### config.mk
export PLATFORM = sky130hd
export DESIGN_NAME = mips_wb_writer
export DESIGN_NICKNAME = d
export VERILOG_FILES = /design/src/rtl/mips_wb_writer.sv
export SDC_FILE = /design/constraint.sdc
export NUM_CORES = 1
export LEC_CHECK = 0
export ABC_AREA = 1
export CAP_MARGIN = 20
export CORE_MARGIN = 4
export CORE_UTILIZATION = 39
export CTS_BUF_LIST = sky130_fd_sc_hd__clkbuf_8
export DETAILED_ROUTE_END_ITERATION = 12
export HOLD_SLACK_MARGIN = 0.05
export PLACE_DENSITY = 0.66
export SETUP_SLACK_MARGIN = 0.4
export SLEW_MARGIN = 20
export SYNTH_ARGS = -nofsm -noshare
export SYNTH_HDL_FRONTEND = slang
export SYNTH_SLANG_ARGS = --single-unit
### constraint.sdc
create_clock -name clk -period 9.2 [get_ports clk]
set_input_delay 0.92 -clock clk [delete_from_list [all_inputs] [get_ports clk]]
set_output_delay 0.92 -clock clk [all_outputs]
set_load 0.03 [all_outputs]
### src/rtl/mips_wb_writer.sv
// Register-file write master: merges in-order writeback with a small mul/div result FIFO,
// kills stale queued results on WAW, and publishes a pending-write scoreboard.
module mips_wb_writer #(
    parameter int DEPTH        = 2,
    parameter int STARVE_LIMIT = 8
) (
    input  logic        clk,
    input  logic        rst,
    input  logic        wb_valid,
    input  logic [3:0]  wb_wen,
    input  logic [4:0]  wb_waddr,
    input  logic [31:0] wb_wdata,
    input  logic        ll_valid,
    output logic        ll_ready,
    input  logic [4:0]  ll_waddr,
    input  logic [31:0] ll_wdata,
    output logic [3:0]  wen,
    output logic [4:0]  waddr,
    output logic [31:0] wdata,
    output logic [31:0] pend_mask,
    output logic        pipe_hold
);
    localparam int AW = $clog2(DEPTH);
    localparam int GW = $clog2(STARVE_LIMIT + 1);
    localparam logic [GW-1:0] AGE_MAX = GW'(STARVE_LIMIT);

    logic [DEPTH-1:0] live;
    logic [4:0]       q_addr [DEPTH];
    logic [31:0]      q_data [DEPTH];
    logic [AW:0]      wr_ptr;
    logic [AW:0]      rd_ptr;
    logic [GW-1:0]    age;
    logic [GW-1:0]    age_next;

    logic full;
    logic empty;
    logic p_fire;
    logic push;
    logic pop;
    logic [AW-1:0] wr_idx;
    logic [AW-1:0] rd_idx;

    assign wr_idx   = wr_ptr[AW-1:0];
    assign rd_idx   = rd_ptr[AW-1:0];
    assign empty    = (wr_ptr == rd_ptr);
    assign full     = (wr_ptr[AW] != rd_ptr[AW]) && (wr_idx == rd_idx);
    assign ll_ready = !full;

    assign p_fire = wb_valid && (|wb_wen) && (wb_waddr != 5'd0);
    assign pop    = !p_fire && !empty;
    // $0 results complete the handshake but are never queued
    assign push   = ll_valid && ll_ready && (ll_waddr != 5'd0);

    always_comb begin
        age_next = age;
        if (empty || pop)
            age_next = '0;
        else if (age != AGE_MAX)
            age_next = age + 1'b1;
    end

    always_comb begin
        pend_mask = 32'd0;
        for (int i = 0; i < DEPTH; i++)
            if (live[i])
                pend_mask = pend_mask | (32'd1 << q_addr[i]);
        if (|wen)
            pend_mask = pend_mask | (32'd1 << waddr);
        pend_mask[0] = 1'b0;
    end

    always_ff @(posedge clk or posedge rst) begin
        if (rst) begin
            wen       <= 4'd0;
            waddr     <= 5'd0;
            wdata     <= 32'd0;
            live      <= '0;
            wr_ptr    <= '0;
            rd_ptr    <= '0;
            age       <= '0;
            pipe_hold <= 1'b0;
            for (int i = 0; i < DEPTH; i++) begin
                q_addr[i] <= 5'd0;
                q_data[i] <= 32'd0;
            end
        end else begin
            age       <= age_next;
            pipe_hold <= (age_next == AGE_MAX);

            if (p_fire) begin
                wen   <= wb_wen;
                waddr <= wb_waddr;
                wdata <= wb_wdata;
                // newer pipeline value supersedes queued results; a same-cycle push lands
                // in a free slot below and is therefore never killed
                for (int i = 0; i < DEPTH; i++)
                    if (live[i] && q_addr[i] == wb_waddr)
                        live[i] <= 1'b0;
            end else if (pop) begin
                live[rd_idx] <= 1'b0;
                rd_ptr       <= rd_ptr + 1'b1;
                if (live[rd_idx]) begin
                    wen   <= 4'hF;
                    waddr <= q_addr[rd_idx];
                    wdata <= q_data[rd_idx];
                end else begin
                    wen <= 4'd0;
                end
            end else begin
                wen <= 4'd0;
            end

            if (push) begin
                live[wr_idx]   <= 1'b1;
                q_addr[wr_idx] <= ll_waddr;
                q_data[wr_idx] <= ll_wdata;
                wr_ptr         <= wr_ptr + 1'b1;
            end
        end
    end
endmodule
==> results_dict.tcl <==
set metrics [dict create \
    status "finished clean" \
    path_buf_inv 2 \
    synth_area_sq_mm 0.00690 \
    synthCells 1007 \
    fin_skew_ns 0.0145 \
    cts_buffer_depth 2 \
    design.core.area_sq_mm 0.0173 \
    cp_max_fo 48 \
    critPathRequiredTime_ns 8.28 \
    yosysUniqueCellTypes 29 \
    ioPinCount 157 \
    pwr_density_cell_mw_per_mm2 347 \
    portBuffers 155 \
    post-route-period-util 0.430 \
    yosysWarnings 0 \
    grt_overflow 0 \
    cts_htree_levels 4 \
    grt_pass1_vias 6594 \
    synth_nets 1091 \
    tightestPinTransition_ns 1.04 \
    grt_pass1_wl_mm 34.0 \
    syn-mean-instance-area_sq_um 6.85 \
    vias 6758 \
    totalWireLength_mm 20.6 \
    setup_violations 0 \
    path_clk_slew_ns 0.06 \
    antenna_left 0 \
    maxSlewViolCount 0 \
    clockRootBuffer "clkbuf_8" \
    drtIter0Drc 622 \
    arrival_ns 3.04 \
    grt_max_degree 80 \
    tritoncts "yes" \
    postCtsHoldBufs 0 \
    cts_resized 0 \
    start_util 0.399 \
    drc 0 \
    hp-class "flip-flop to flip-flop" \
    crit_start "rd_ptr[0]$_DFFE_PP0P_" \
    numCtsBuffers 17 \
    ir_drop_mv 0.147 \
    track_usage 0.212 \
    synth-seq-cells 126 \
    syn_to_final_growth_pct 28.9 \
    die_h_um 141 \
    rsz0062_at_grt "false" \
    worst_r2r_startpoint "rd_ptr[0]$_DFFE_PP0P_" \
    dr.pass1.iters 5 \
    rows 48 \
    cap_viol_max_count 0 \
    finalHoldViolCount 0 \
    dp_hpwl_mm 13.6 \
    synth_area_leader_cell "dfrtp_1" \
    max_freq_mhz 253 \
    die_x_um 141 \
    synthTopCellsByArea "dfrtp_1 46%, nand2_1 26%, nand3_1 6.7%" \
    dieArea_sq_mm 0.0199 \
    multi_input_area_sq_mm 0.00317 \
    total_power_mw 3.08 \
    end_kind "primary output" \
    p_leak_nw 4.52 \
    clock_latency_ns 0.44 \
    layout-drive-gt1-share 0.0437 \
    crit_chain "inv_2 > nand2_1 > nand3_2 > clkdlybuf4s50_1" \
    finalSetupTns_ns 0 \
    cts_sinks 126 \
    critical_path_class "flip-flop to primary output" \
    routabilityCongestion 0.927 \
    slew_headroom 0.307 \
    fillers 1739 \
    wl_per_cell_um 15.0 \
    synth_top_area_frac 0.457 \
    slowest_delay_ns 0.98 \
    antenna_found_initial 1 \
    critPathLaunchType "flip-flop" \
    ys_seq_area_frac 0.457 \
    fin_crit_ns 3.96 \
    ff2ff_setup_slack_ns 5.34 \
    crit_path_top_delay_cell "dfrtp_2" \
    crit_family "buffers and inverters" \
    hp-start "q_data[38]$_DFFE_PP0P_" \
    post_cts_buffers 0 \
    seq_area_sq_mm 0.00315 \
    vias_per_cell 4.94 \
    nNetsFinal 1214 \
]
## cell usage in the layout, fill, tap and decap left out, drive strengths merged, types with 10 or more instances in the layout
master and n:
clkbuf 20, nor4 10, o21ai 39, o221ai 11, inv 85, nand3 95
nand2 477, clkdlybuf4s50 155, dfrtp 126, nor2 84
## synth_stat cells
master and instances:
nand2_1 476, conb_1 1, buf_4 7, nand4_1 6, nor2_2 1, inv_2 5
inv_1 75, xnor2_1 4, o211ai_1 2, nor4_1 10, nor3_1 8, clkbuf_1 22
xor2_1 1, buf_2 14, o221ai_1 11, buf_1 4, a22oi_1 1, nand2_2 1
nor2_1 82, o21ai_0 39, nand3_2 2, or2_2 1, buf_6 6, clkinv_1 4
dfrtp_1 126, a21oi_1 2, ha_1 2, nand3_1 93, nor2_4 1
## metrics by stage
stage                     hold WS [ns]  setup WS, ns  utilization  cell area, sq um  instances
after floorplan                  0.442          4.92            -              6900       1007
after global routing             0.493          5.00        0.514              8890       1369
after CTS                        0.475          5.16        0.514              8880       1368
final                            0.470          5.24        0.514              8890       1369
after detailed placement         0.458          5.18        0.491              8490       1336
after global placement           0.454          5.25        0.491              8490       1336
## sequential cells by signal (all words and copies together), names as in the netlist
register,count
q_addr,10
age,4
live,2
rd_ptr,2
wen,4
wr_ptr,2
wdata,32
q_data,64
pipe_hold,1
waddr,5
## cell families (layout without fill, tap and decap cells)
family	count (synthesis)	in the layout	share of synthesized area
simple gates	681	681	0.398
compound gates	55	55	0.0469
flops	126	126	0.457
other cells	1	2	0.000543
buf+inv	137	273	0.0874
xor+xnor	5	5	0.00634
fa+ha+maj	2	2	0.00362
## path summary, 6_finish.rpt
kind	endpoint	cells past startpoint
min in group asynchronous	wdata[0]$_DFFE_PP0P_	2
worst min-delay path	q_data[38]$_DFFE_PP0P_	2
worst max-delay path	ll_ready	4
worst max register to register	wdata[19]$_DFFE_PP0P_	10
max in group asynchronous	rd_ptr[0]$_DFFE_PP0P_	3
worst min register to register	q_data[38]$_DFFE_PP0P_	2
## layer usage
metal | part of all wire | global-route usage | vias to the layer above
met5 | 0 | 0 | -
met4 | 0.019 | 0.0581 | 0
met3 | 0.058 | 0.0485 | 23
met2 | 0.46 | 0.333 | 233
met1 | 0.46 | 0.297 | 3126
li1 | - | - | 3376
## cell type report
cell class | count | share of cell area
inverter | 84 | 0.0359
clock inverter | 12 | 0.0136
timing repair buffer | 157 | 0.177
multi-input combinational | 744 | 0.356
sequential | 126 | 0.355
tap | 225 | 0.0317
clock buffer | 20 | 0.0309
antenna | 1 | 0.000281
## worst register-to-register path: cells and delay by family, from the launching register on
kind / cells / cell delay [ns]
flops: 1 / 0.98
simple gates: 7 / 1.35
buf+inv: 3 / 1.48
## where the power goes
group | internal (mW) | switching, mW | total (mW)
logic | 0.536 | 1.01 | 1.54
registers | 0.817 | 0.245 | 1.06
clock network | 0.259 | 0.219 | 0.479
No activity file was read; power rests on OpenSTA's default activity.
